===== config.mk =====
export PLATFORM = sky130hd
export DESIGN_NAME = dmux4_sched
export DESIGN_NICKNAME = d
export VERILOG_FILES = /design/src/rtl/dmux4_pkg.sv /design/src/rtl/dmux4_rr_pick.sv /design/src/rtl/dmux4_sched.sv
export SDC_FILE = /design/constraint.sdc
export NUM_CORES = 1
export LEC_CHECK = 0
export CORE_AREA = 3 3 48 50
export CTS_BUF_LIST = sky130_fd_sc_hd__clkbuf_8
export DETAILED_ROUTE_END_ITERATION = 6
export DIE_AREA = 0 0 51 53
export PLACE_DENSITY_LB_ADDON = 0.25
export SKIP_CTS_REPAIR_TIMING = 1
export SLEW_MARGIN = 10
export SYNTH_ARGS = -nofsm -noshare
export SYNTH_HDL_FRONTEND = slang
export SYNTH_SLANG_ARGS = --single-unit

===== constraint.sdc =====
create_clock -name clk -period 4.7 [get_ports clk]
set_input_delay 0.94 -clock clk [delete_from_list [all_inputs] [get_ports clk]]
set_output_delay 0.94 -clock clk [all_outputs]
set_load 0.01 [all_outputs]

===== src/rtl/dmux4_pkg.sv =====
// Shared types and constants for the dmux4_sched round-robin scheduler.
package dmux4_pkg;

    localparam int NUM_OUT = 4;

    typedef logic [1:0] sel_t;

    typedef enum logic [1:0] {
        ST_IDLE  = 2'd0,
        ST_BURST = 2'd1,
        ST_DRAIN = 2'd2
    } sched_state_t;

    // One-hot consumer valid pattern for a given select value.
    function automatic logic [NUM_OUT-1:0] sel_onehot(input sel_t s);
        sel_onehot = 4'b0001 << s;
    endfunction

endpackage


===== src/rtl/dmux4_rr_pick.sv =====
// Combinational rotate-priority picker: searches req starting at ptr,
// wrapping mod 4, and returns the first requesting index.
module dmux4_rr_pick
    import dmux4_pkg::*;
(
    input  logic [NUM_OUT-1:0] req,
    input  logic [1:0]         ptr,
    output logic [1:0]         grant,
    output logic               grant_vld
);

    logic [2*NUM_OUT-1:0] dbl_s;
    logic [NUM_OUT-1:0]   rot_s;
    sel_t                 off_s;

    // Rotate the request vector so bit 0 is the pointer position, then pick the lowest set bit.
    always_comb begin
        dbl_s = {req, req} >> ptr;
        rot_s = dbl_s[NUM_OUT-1:0];
        casez (rot_s)
            4'b???1: off_s = 2'd0;
            4'b??10: off_s = 2'd1;
            4'b?100: off_s = 2'd2;
            4'b1000: off_s = 2'd3;
            default: off_s = 2'd0;
        endcase
        grant     = ptr + off_s;
        grant_vld = |rot_s;
    end

endmodule


===== src/rtl/dmux4_sched.sv =====
// Round-robin scheduler driving the select of a DMUX4Way demultiplexer.
// Grants one consumer per BURST beats and registers each beat on its way out.
// Optional feature macro: DMUX4_SCHED_STATS_EN adds per-consumer transfer
// counters on port stat_beats.
module dmux4_sched
    import dmux4_pkg::*;
#(
    parameter int DW    = 1,
    parameter int BURST = 4
)
(
    input  logic               clk,
    input  logic               rst_n,
    input  logic               in_valid,
    output logic               in_ready,
    input  logic [DW-1:0]      in_data,
    input  logic [NUM_OUT-1:0] out_ready,
    output logic [NUM_OUT-1:0] out_valid,
    output logic [DW-1:0]      out_data,
    output logic [1:0]         sel,
    output logic               busy
`ifdef DMUX4_SCHED_STATS_EN
    ,
    output logic [NUM_OUT-1:0][15:0] stat_beats
`endif
);

    localparam int CW = $clog2(BURST + 1);

    sched_state_t       state_r;
    sel_t               sel_r;
    sel_t               ptr_r;
    logic [CW-1:0]      count_r;
    logic [NUM_OUT-1:0] out_valid_r;
    logic [DW-1:0]      out_data_r;
    logic               busy_r;

    logic               out_full_s;
    logic               xfer_s;
    logic               in_ready_s;
    logic               accept_s;
    logic               last_s;
    logic [1:0]         pick_idx_s;
    logic               pick_vld_s;

    dmux4_rr_pick u_pick (
        .req       (out_ready),
        .ptr       (ptr_r),
        .grant     (pick_idx_s),
        .grant_vld (pick_vld_s)
    );

    // Handshake decode; out_valid_r only ever has the sel_r bit set, so the AND is the transfer.
    always_comb begin
        out_full_s = |out_valid_r;
        xfer_s     = |(out_valid_r & out_ready);
        case (state_r)
            ST_BURST: in_ready_s = !out_full_s || out_ready[sel_r];
            default:  in_ready_s = 1'b0;
        endcase
        accept_s = in_valid && in_ready_s;
        last_s   = (count_r == CW'(BURST - 1));
    end

    // Scheduler FSM with the output beat register and all registered outputs.
    always_ff @(posedge clk or negedge rst_n) begin
        if (!rst_n) begin
            state_r     <= ST_IDLE;
            sel_r       <= 2'd0;
            ptr_r       <= 2'd0;
            count_r     <= '0;
            out_valid_r <= 4'b0000;
            out_data_r  <= '0;
            busy_r      <= 1'b0;
        end else begin
            case (state_r)
                ST_IDLE: begin
                    if (in_valid && pick_vld_s) begin
                        sel_r   <= pick_idx_s;
                        ptr_r   <= pick_idx_s + 2'd1;
                        count_r <= '0;
                        busy_r  <= 1'b1;
                        state_r <= ST_BURST;
                    end else begin
                        state_r <= ST_IDLE;
                    end
                end
                ST_BURST: begin
                    if (accept_s) begin
                        // A simultaneous transfer is covered: the register simply refills.
                        out_data_r  <= in_data;
                        out_valid_r <= sel_onehot(sel_r);
                        count_r     <= count_r + CW'(1);
                        if (last_s) begin
                            state_r <= ST_DRAIN;
                        end else begin
                            state_r <= ST_BURST;
                        end
                    end else if (xfer_s) begin
                        out_valid_r <= 4'b0000;
                    end else begin
                        out_valid_r <= out_valid_r;
                    end
                end
                ST_DRAIN: begin
                    if (!out_full_s || xfer_s) begin
                        out_valid_r <= 4'b0000;
                        busy_r      <= 1'b0;
                        state_r     <= ST_IDLE;
                    end else begin
                        state_r <= ST_DRAIN;
                    end
                end
                default: begin
                    state_r     <= ST_IDLE;
                    out_valid_r <= 4'b0000;
                    busy_r      <= 1'b0;
                end
            endcase
        end
    end

`ifdef DMUX4_SCHED_STATS_EN
    logic [NUM_OUT-1:0][15:0] stat_r;

    // Per-consumer output transfer counters, wrapping at 16 bits.
    always_ff @(posedge clk or negedge rst_n) begin
        if (!rst_n) begin
            stat_r <= '0;
        end else if (xfer_s) begin
            stat_r[sel_r] <= stat_r[sel_r] + 16'd1;
        end else begin
            stat_r <= stat_r;
        end
    end

    assign stat_beats = stat_r;
`endif

    assign in_ready  = in_ready_s;
    assign out_valid = out_valid_r;
    assign out_data  = out_data_r;
    assign sel       = sel_r;
    assign busy      = busy_r;

endmodule


Word-level counts from Yosys, hierarchy flattened
Index checks and enable logic that the tools add are counted.
{"block": "word_totals", "input_bits": 8, "word_cells": 60, "output_inout_bits": 9, "register_bits": 15}
{"block": "op_classes", "muxes": 19, "eq_ne": 10, "shifts": 2, "magnitude_cmp": 1, "n_bitwise": 3, "reduce_logical": 15, "addsub": 3}
{"op": "$mux 4", "n": 3}
{"op": "$pmux 2 s3", "n": 2}
{"op": "$pmux 4 s3", "n": 1}
{"op": "$reduce_or 4->1", "n": 3}
{"op": "$reduce_and 3->1", "n": 3}
{"op": "$shr 8x2->4", "n": 1}
{"op": "$mux 2", "n": 3}
{"op": "$mux 3", "n": 2}
{"op": "$ne 2x2->1 const B", "n": 3}
{"op": "$pmux 3 s2", "n": 1}
{"op": "$mux 1", "n": 5}
{"op": "$and 4x4->4", "n": 1}
{"op": "$eq 2x2->1 const B", "n": 2}
{"op": "$eq 4x4->1 const B", "n": 1}
{"op": "$reduce_and 2->1", "n": 2}
{"op": "$shl 1x2->4 const A", "n": 1}
{"op": "$add 3x1->3 const B", "n": 1}
{"op": "$eq 3x2->1 const B", "n": 1}
{"op": "$eq 3x3->1 const B", "n": 1}
{"op": "$lt 2x3->1 const B", "n": 1}
{"op": "$ne 3x3->1 const B", "n": 1}
{"op": "$pmux 1 s3", "n": 1}
{"op": "$add 2x1->2 const B", "n": 1}
{"op": "$add 2x2->2", "n": 1}
{"op": "8 further kinds", "n": 11}

Logic depth before layout (Yosys ltp)
Gate-level depths: netlist of run 1.
{"block": "logic_depth", "word_depth": 7, "depth_mapped": 9, "depth_no_buf": 8}

Cells and area by module
Synthesis of run 1 repeated with hierarchy kept, for this count alone.
{"block": "hier_totals", "cells_unflattened": 111, "area_unflattened_um2": 1051.0}
{"mod": "dmux4_sched", "area_each_um2": 857.1, "instances": 1, "cells_each": 85, "seq_area_each_um2": 375.4}
{"mod": "dmux4_rr_pick", "area_each_um2": 193.9, "instances": 1, "cells_each": 26, "seq_area_each_um2": 0.0}

Least setup slack after synthesis of run 1
Ideal clock, no wire load.
{"block": "synth_timing", "path_kind": "input-to-output", "from": "in out_ready[2]", "to": "out in_ready", "required_time_ps": 3760, "arrival_ps": 1691, "slack_ps": 2069, "cell_stages": 4, "path_buffers": 1, "cell_sequence": "buf_6 -> mux4_2 -> nor2_2 -> nor2_2"}
{"block": "synth_between", "elab_chain_cells": 4}
{"item": "start, declared", "line_no": "dmux4_sched.sv:17", "text": "input logic [NUM_OUT-1:0] out_ready,"}
{"item": "$bmux 1 s2", "line_no": "dmux4_sched.sv:58", "text": "ST_BURST: in_ready_s = !out_full_s || out_ready[sel_r];"}
{"item": "$mux 1 (not written as such)", "line_no": "dmux4_sched.sv:58"}
{"item": "$logic_or 1x1->1", "line_no": "dmux4_sched.sv:58"}
{"item": "$mux 1", "line_no": "dmux4_sched.sv:57", "text": "case (state_r)"}
{"item": "end, declared", "line_no": "dmux4_sched.sv:15", "text": "output logic in_ready,"}
Every way passes these cells. The select of a mux whose other input is x is not followed.

Worst setup path after layout of run 1
Ends and elaborated chain as after synthesis.

==> results.cfg, run 1 <==
[status]
status = finished, final reports clean

[setup_path]
path_class = primary input to output port
r2r_cells = 8
cp_top_family = buffers and inverters
arrival_ns = 2.71
path_cells = clkdlybuf4s50_1, mux4_2, nor2_2, nor2_2, clkdlybuf4s50_1
slowest_delay_ns = 0.58
worstReg2RegStart = ptr_r[1]$_DFFE_PN0P_
end_kind = output port
r2r-end = ptr_r[1]$_DFFE_PN0P_
worstPathMaxFanout = 10
cp_slowest_cell = clkdlybuf4s50_1
r2r_slack_ns = 2.63
worstPathRequired_ns = 3.76
start_kind = primary input
crit_buf_inv = 2

[grt]
met3_usage_pct = 3.662
grt_overflow = 0
grt_use_met2_pct = 30.04
grt.total_usage_pct = 16.99
grt_pass1_wl_um = 3436
met1_usage_pct = 20.07
top_usage_layer = met2
antenna_found_initial = 0
grt_pass1_vias = 744
grt_max_degree = 16

[synth]
yosys.area.top_type_share_pct = 39.89
synth.area.top_cells = dfrtp_1, nand2_1, ha_1
yosysTopAreaCell = dfrtp_1
synth_most_common_cell = dfrtp_1
synth_seq_area_share_pct = 39.89
ys_types = 38
ys_async_sr_fraction_pct = 100.0
yosysWarnings = 0
synth-edff-count = 0
synth_seq_cells = 15
syn_inst = 93
syn_area_um2 = 940.9
synthTopCellsByCount = dfrtp_1, nand2_1, nor2_1
ys.flop_type = dfrtp_1
syn-num-nets = 104
postSynthAreaPerCell_um2 = 10.12

[power_and_ir_drop]
p_sw_share_pct = 38.68
p_leak_uw = 0.0004959
vdd_drop_max_mv = 0.3972
p_per_area_nw_per_um2 = 674.7
pwr-share-comb_pct = 54.3
power_frac_seq_pct = 33.0
p_clk_share_pct = 12.7
p_int_uw = 475.8
p_sw_uw = 300.1

[layout]
layout-drive-gt1-share_pct = 12.73
fillers = 175
syn2layout_area_growth_pct = 22.21
n_antenna_cell = 0
stdcell_area_um2 = 1150
finalNetCount = 122

[die]
die_area_um2 = 2703
rows = 16
initial_core_util_pct = 48.45
core_area_um2 = 1942
dieWidth_um = 51
dieHeight_um = 53
io_pins = 17

[placement]
dp_hpwl_um = 1479
place_area_um2 = 1105
gp_congestion = 0.8360
io_buffers = 16

[sta]
period_minus_slack_ns = 3.652
rsz0062_at_grt = false
hold_viol = 0
skew_ns = 0.005124
finalCritPeriodShare_pct = 77.70
setup_viol = 0
fmax_mhz = 273.8
tns_ns = 0
slew-limit-headroom_pct = 54.95
slew_viol_final = 0
tightest_slew_ns = 0.6736

[detailed_routing]
vias_per_cell = 5.518
drtIter0Drc = 5
post_drt_wl_per_cell_um = 13.82
drc_errors = 0
final_antenna_net_count = 0
dr.pass1.iters = 4
totalWireLength_um = 1894
dr_total_vias = 756

[clocking]
cts_htree_levels = 1
clock_latency_ns = 0.24
cts.sinks = 15
clock-root-buffer = clkbuf_8
cts_buffers = 3
cts_tree = yes
cts_max_path_buffers = 2
clkTransAtPathRegs_ns = 0.05

[min_path]
worstHoldStart = out_data$_DFFE_PN0P_
min_delay_path_depth = 2
hold_end = out_data$_DFFE_PN0P_
hp-class = flop to flop

[run]
maxCapViolCount = 0
==> routing by layer <==
layer | part of all wire, % | wire length (um) | up-vias
met1 | 44 | 840 | 366
met4 | 1.0 | 19 | 0
li1 | - | - | 371
met2 | 51 | 965 | 15
met5 | 0 | 0 | -
met3 | 3.6 | 68 | 4
==> power groups by stage <==
stage               logic [uW]  clock network [uW]  registers, uW
floorplan                  303                   0            247
global placement           415                   0            255
detailed placement         425                   0            257
CTS                        427                 103            255
global route               474                 109            267
finish                     422                98.4            256
==> cell families after synthesis <==
logic type      Yosys count  share of synthesized area (%)
simple gates             38                          21.81
flops                    15                          39.89
fa+ha+maj                 3                          3.990
buf+inv                   6                          4.388
mux                       5                          7.047
compound gates           22                          17.69
xor+xnor                  4                          5.187
==> worst min-delay path, stage by stage, from the launching register on <==
cell and delay (ns):
dfrtp_1 0.34, nand2_1 0.05, nand2_1 0.05
==> how the worst max path moves through the flow <==
stage                       from  endpoint  cells after the start
floorplan           out_ready[2]  in_ready                      4
global placement    out_ready[2]  in_ready                      5
detailed placement  out_ready[2]  in_ready                      5
CTS                 out_ready[2]  in_ready                      5
global route        out_ready[2]  in_ready                      5
finish              out_ready[2]  in_ready                      5
==> sequential cells by signal (all words and copies together) (netlist names) <==
signal     count
ptr_r          2
busy           1
out_data       1
sel            2
state_r        2
count_r        3
out_valid      4
==> area by class of cell <==
cell class	count	area [um2]	share of cell area, %
Inverter	3	11.26	0.9793
Clock buffer	3	41.29	3.591
Timing Repair Buffer	16	160.2	13.93
Multi-Input combinational cell	72	524.3	45.59
Sequential cell	15	375.4	32.64
Clock inverter	1	3.754	0.3264
Tap cell	27	33.78	2.938
==> cells in the final DEF, fill, tap and decap left out, types with 3 or more instances in the layout <==
| master | instances |
|---|---|
| nand2_1 | 11 |
| inv_1 | 4 |
| dfrtp_1 | 15 |
| nor2b_1 | 4 |
| clkdlybuf4s50_1 | 16 |
| a21oi_1 | 4 |
| clkbuf_8 | 3 |
| nor2_1 | 8 |
| ha_1 | 3 |
==> stage by stage <==
stage | util, % | hold slack (ns) | std cells | setup WS, ns | total power [uW]
after global routing | 59.21 | 0.5295 | 137 | 0.9587 | 850.2
after floorplan | - | 0.4573 | 93 | 2.069 | 550.7
after detailed placement | 56.89 | 0.4709 | 133 | 1.052 | 682.3
after CTS | 59.21 | 0.4882 | 137 | 1.048 | 785.3
final | 59.21 | 0.4792 | 137 | 1.048 | 775.8
after global placement | 56.89 | 0.4639 | 133 | 1.068 | 669.7
Power figures use the tool's default switching activity.
==> run 2: changes to the inputs <==
- CORE_AREA: 3 3 48 50 -> 3 3 49 51
- DIE_AREA: 0 0 51 53 -> 0 0 52 54
- clock period: 4.7 -> 3.1 ns (I/O delays scaled with it)
==> run 2 against run 1 <==
Core utilization up 0.32 points. Cell area up 2.6%. Worst hold slack better by 0.0037 ns. Global-route usage down 0.73 points. Flip-flop and latch count is the same. Critical path type unchanged. Critical endpoint unchanged. Largest power group unchanged. Highest routed layer unchanged.
==> results.cfg, run 2 (synthesis gave the netlist of run 1 again) <==
[status]
status = finished, final reports clean

[sta]
period_minus_slack_ns = 2.828
tightest_slew_ns = 0.6821
slew-limit-headroom_pct = 54.39
setup_viol = 0
hold_viol = 0
finalCritPeriodShare_pct = 91.23
rsz0062_at_grt = false
tns_ns = 0
fmax_mhz = 353.6
skew_ns = 0.005174
slew_viol_final = 0

[detailed_routing]
dr_total_vias = 759
final_antenna_net_count = 0
dr.pass1.iters = 4
drtIter0Drc = 16
drc_errors = 0
vias_per_cell = 5.383
post_drt_wl_per_cell_um = 13.80
totalWireLength_um = 1946

[power_and_ir_drop]
p_leak_uw = 0.0005151
p_sw_share_pct = 39.00
p_int_uw = 725.4
power_frac_seq_pct = 32.5
p_per_area_nw_per_um2 = 1008
vdd_drop_max_mv = 0.6264
p_clk_share_pct = 13.1
pwr-share-comb_pct = 54.5
p_sw_uw = 463.8

[die]
die_area_um2 = 2808
dieWidth_um = 52
initial_core_util_pct = 47.47
dieHeight_um = 54
io_pins = 17
rows = 16
core_area_um2 = 1982

[grt]
grt_max_degree = 16
grt_overflow = 0
grt.total_usage_pct = 16.25
antenna_found_initial = 0
grt_pass1_vias = 738
grt_pass1_wl_um = 3284

[layout]
most-common-layout-cells = clkdlybuf4s50_1, dfrtp_1, nand2_1
n_antenna_cell = 0
syn2layout_area_growth_pct = 25.40
layout-drive-gt1-share_pct = 15.79
largest_reg_flops = 4
finalNetCount = 126
final_common_cell = clkdlybuf4s50_1
stdcell_count = 141

[clocking]
clkTransAtPathRegs_ns = 0.06
clock-root-buffer = clkbuf_8
cts_max_path_buffers = 2
cts_tree = yes
cts_htree_levels = 1
clock_latency_ns = 0.25
cts_buffers = 3
cts.sinks = 15

[placement]
place_inst = 137
io_buffers = 16
dp_hpwl_um = 1491
gp_congestion = 0.7067

[setup_path]
path_class = primary input to output port
arrival_ns = 2.21
end_kind = output port
path_cells = clkdlybuf4s50_1, mux4_2, nor2_2, nor2_2, clkdlybuf4s50_1
cp_slowest_cell = mux4_2
r2r_slack_ns = 1.01
crit_buf_inv = 2
worstPathRequired_ns = 2.48
worstPathMaxFanout = 3
start_kind = primary input
slowest_delay_ns = 0.48
cp_top_family = buffers and inverters

[min_path]
hp-class = flop to flop

[run]
maxCapViolCount = 0
==> run 2: cell types whose count changed in the layout (fill, tap and decap cells not counted) <==
cell,previous run,this run
buf_4,0,4
==> run 2: worst paths after layout <==
check                                      endpoint  depth (start not counted)                 start
min reg2reg                    out_data$_DFFE_PN0P_                          2  out_data$_DFFE_PN0P_
max in group asynchronous        sel[0]$_DFFE_PN0P_                          1                 rst_n
min                            out_data$_DFFE_PN0P_                          2  out_data$_DFFE_PN0P_
max                                        in_ready                          5          out_ready[1]
min in group asynchronous  out_valid[0]$_DFFE_PN0P_                          1                 rst_n
max reg2reg                    ptr_r[1]$_DFFE_PN0P_                          8  ptr_r[1]$_DFFE_PN0P_
==> run 2: per-stage QoR <==
stage | area [um2] | power (uW) | util [%] | setup WS [ns] | hold WS [ns]
floorplan | 940.9 | 835.0 | - | 0.9774 | 0.3244
global placement | 1135 | 1014 | 57.26 | 0.2693 | 0.4569
detailed placement | 1135 | 1040 | 57.26 | 0.2638 | 0.4772
CTS | 1180 | 1201 | 59.53 | 0.2634 | 0.4908
global route | 1180 | 1285 | 59.53 | 0.2117 | 0.5165
finish | 1180 | 1189 | 59.53 | 0.2718 | 0.4829
==> run 2: power groups by stage <==
stage | clock, uW | sequential, uW | combinational, uW
6_report | 156 | 386 | 648
5_1_grt | 170 | 402 | 714
3_3_place_gp | 0 | 384 | 630
3_5_place_dp | 0 | 390 | 650
2_1_floorplan | 0 | 375 | 460
4_1_cts | 162 | 386 | 653
==> run 2: worst reg2reg max path: cells and delay by family (launching register included) <==
kind,cells,cell delay [ns]
xor+xnor,2,0.56
flops,1,0.50
compound gates,3,0.44
fa+ha+maj,1,0.32
simple gates,2,0.20
==> run 2: metal layers <==
| layer | GRT usage, % | up-vias | wire length (um) |
|---|---|---|---|
| met5 | 0 | - | 0 |
| met4 | 5.240 | 0 | 12 |
| met3 | 4.986 | 2 | 120 |
| met2 | 27.20 | 22 | 912 |
| met1 | 19.93 | 358 | 900 |
| li1 | - | 377 | - |
==> run 2: final cells by class <==
type                            instances  area [um2]
Clock buffer                            3       41.29
Multi-Input combinational cell         72       524.3
Fill cell                             172       802.0
Inverter                                3       11.26
Timing Repair Buffer                   20       190.2
Sequential cell                        15       375.4
Tap cell                               27       33.78
Clock inverter                          1       3.754
==> run 3: changes to the inputs <==
- CAP_MARGIN: not set -> 5
- CORE_AREA: 3 3 49 51 -> 3 3 51 53
- DIE_AREA: 0 0 52 54 -> 0 0 54 56
- SYNTH_HIERARCHICAL: not set -> 1
==> run 3 against run 2 <==
Sequential power decreased by 2%. Critical path depth increased by 1. Maximum frequency decreased by 3.5%. Worst hold slack improved by 0.017 ns. Area after synthesis increased by 12%. Cell area increased by 13%. Combinational power increased by 5.6%. Critical path type unchanged. Largest cell class unchanged. Highest routed layer unchanged.
==> results.cfg, run 3 <==
[detailed_routing]
dr.pass1.iters = 4
totalWireLength_um = 2333
final_antenna_net_count = 0
drtIter0Drc = 10
drc_errors = 0
post_drt_wl_per_cell_um = 14.23
dr_total_vias = 904
vias_per_cell = 5.512

[die]
initial_core_util_pct = 47.97
dieHeight_um = 56
rows = 17
core_area_um2 = 2191
io_pins = 17
dieWidth_um = 54
die_area_um2 = 3024

[status]
status = finished, final reports clean

[clocking]
clock-root-buffer = clkbuf_8
cts_htree_levels = 1
cts_tree = yes
clkTransAtPathRegs_ns = 0.06
clock_latency_ns = 0.25
cts_buffers = 3
cts_max_path_buffers = 2
cts.sinks = 15

[layout]
n_antenna_cell = 0
final_common_cell = clkdlybuf4s50_1
layout-drive-gt1-share_pct = 15.44
fillers = 182
finalNetCount = 148
largest_reg_flops = 4
regArea_um2 = 375.4
syn2layout_area_growth_pct = 26.55
most-common-layout-cells = clkdlybuf4s50_1, dfrtp_1, nand2_1
multi_input_area_um2 = 626.9

[sta]
slew-limit-headroom_pct = 52.32
fmax_mhz = 341.1
tns_ns = 0
skew_ns = 0.002065
hold_viol = 0
period_minus_slack_ns = 2.932
finalCritPeriodShare_pct = 94.57
slew_viol_final = 0
rsz0062_at_grt = false
whs_ns = 0.5000
setup_viol = 0
tightest_slew_ns = 0.7130

[grt]
grt_pass1_wl_um = 4112
grt_pass1_vias = 961
grt_max_degree = 16
grt_overflow = 0
grt.total_usage_pct = 18.10
antenna_found_initial = 0

[synth]
ys_async_sr_fraction_pct = 100.0
synth_most_common_cell = dfrtp_1
synth_seq_cells = 15
syn-num-nets = 122
ys.flop_type = dfrtp_1
yosys.area.top_type_share_pct = 35.71
synth.area.top_cells = dfrtp_1, o221ai_2, nand2_1
ys_types = 38
synth_seq_area_share_pct = 35.71
yosysTopAreaCell = dfrtp_1
yosysWarnings = 6
syn_area_um2 = 1051
syn_inst = 111
synthTopCellsByCount = dfrtp_1, nand2_1, inv_1
synth-edff-count = 0
postSynthAreaPerCell_um2 = 9.469

[setup_path]
worstPathMaxFanout = 2
arrival_ns = 2.31
start_kind = primary input
path_class = primary input to output port
worstPathRequired_ns = 2.48
r2r_slack_ns = 1.07
path_cells = clkdlybuf4s50_1, and3b_1, a311o_2, nor2_1, nor2b_1, clkdlybuf4s50_1
cp_slowest_cell = clkdlybuf4s50_1
path_common_cell = clkdlybuf4s50_1
slowest_delay_ns = 0.47
end_kind = output port

[power_and_ir_drop]
p_sw_uw = 505.2
vdd_drop_max_mv = 0.5310
p_clk_share_pct = 13.4
p_sw_share_pct = 41.15
p_per_area_nw_per_um2 = 923.0
p_leak_uw = 0.0005700
p_int_uw = 722.4
power_frac_seq_pct = 30.9
pwr-share-comb_pct = 55.8

[run]
maxCapViolCount = 0

[min_path]
hp-class = flop to flop

[placement]
io_buffers = 16
gp_congestion = 0.8214
dp_hpwl_um = 1789
==> run 3: power by group through the flow <==
| stage | Combinational, uW | Sequential (uW) | Clock, uW |
|---|---|---|---|
| floorplan | 457 | 366 | 0 |
| global placement | 666 | 376 | 0 |
| detailed placement | 686 | 381 | 0 |
| CTS | 690 | 378 | 169 |
| global route | 760 | 393 | 179 |
| finish | 684 | 379 | 164 |
==> run 3: cell families (layout without fill, tap and decap cells) <==
group	Yosys count	count (layout)	synth area share, %
adders and majority gates	3	3	3.572
xor gates and xnor gates	3	3	2.500
muxes	4	4	3.929
buffers and inverters	11	36	4.642
DFF	15	15	35.71
AOI/OAI and AO/OA	30	30	25.24
and+or+nand+nor	45	45	24.41
==> run 3: final timing paths <==
| check | depth (start not counted) | startpoint | end |
|---|---|---|---|
| min reg2reg | 1 | count_r[0]$_DFFE_PN0P_ | count_r[0]$_DFFE_PN0P_ |
| max | 6 | out_ready[1] | in_ready |
| max in group asynchronous | 1 | rst_n | ptr_r[1]$_DFFE_PN0N_ |
| max reg2reg | 9 | ptr_r[1]$_DFFE_PN0N_ | ptr_r[1]$_DFFE_PN0N_ |
| min | 1 | count_r[0]$_DFFE_PN0P_ | count_r[0]$_DFFE_PN0P_ |
| min in group asynchronous | 1 | rst_n | out_valid[2]$_DFFE_PN0P_ |
==> run 3: layer usage <==
| metal | track usage, % | routed length, um | up-vias |
|---|---|---|---|
| met2 | 30.28 | 1162 | 13 |
| met3 | 2.413 | 83 | 5 |
| met1 | 21.57 | 1045 | 423 |
| met4 | 9.609 | 42 | 0 |
| met5 | 0 | 0 | - |
| li1 | - | - | 463 |
==> run 3: critical path: cells and delay by family <==
family,cells,cell delay (ns)
AND/OR/NAND/NOR,3,0.43
buffers and inverters,2,0.90
AO/OA/AOI/OAI,1,0.36
==> run 3: per-stage QoR <==
stage	setup slack, ns	power, uW	cell area [um2]	utilization [%]	std cells
detailed placement	0.1787	1067	1284	58.60	160
global placement	0.2005	1042	1284	58.60	160
finish	0.1685	1228	1330	60.71	164
global route	0.1246	1333	1330	60.71	164
floorplan	1.089	822.8	1051	-	111
CTS	0.1756	1237	1330	60.71	164
==> run 3: layout make-up <==
cell class / count / area share [%]
Clock buffer: 3 / 3.104
Clock inverter: 1 / 0.3763
Inverter: 9 / 2.540
Multi-Input combinational cell: 85 / 47.13
Sequential cell: 15 / 28.22
Tap cell: 28 / 2.634
Timing Repair Buffer: 23 / 15.99
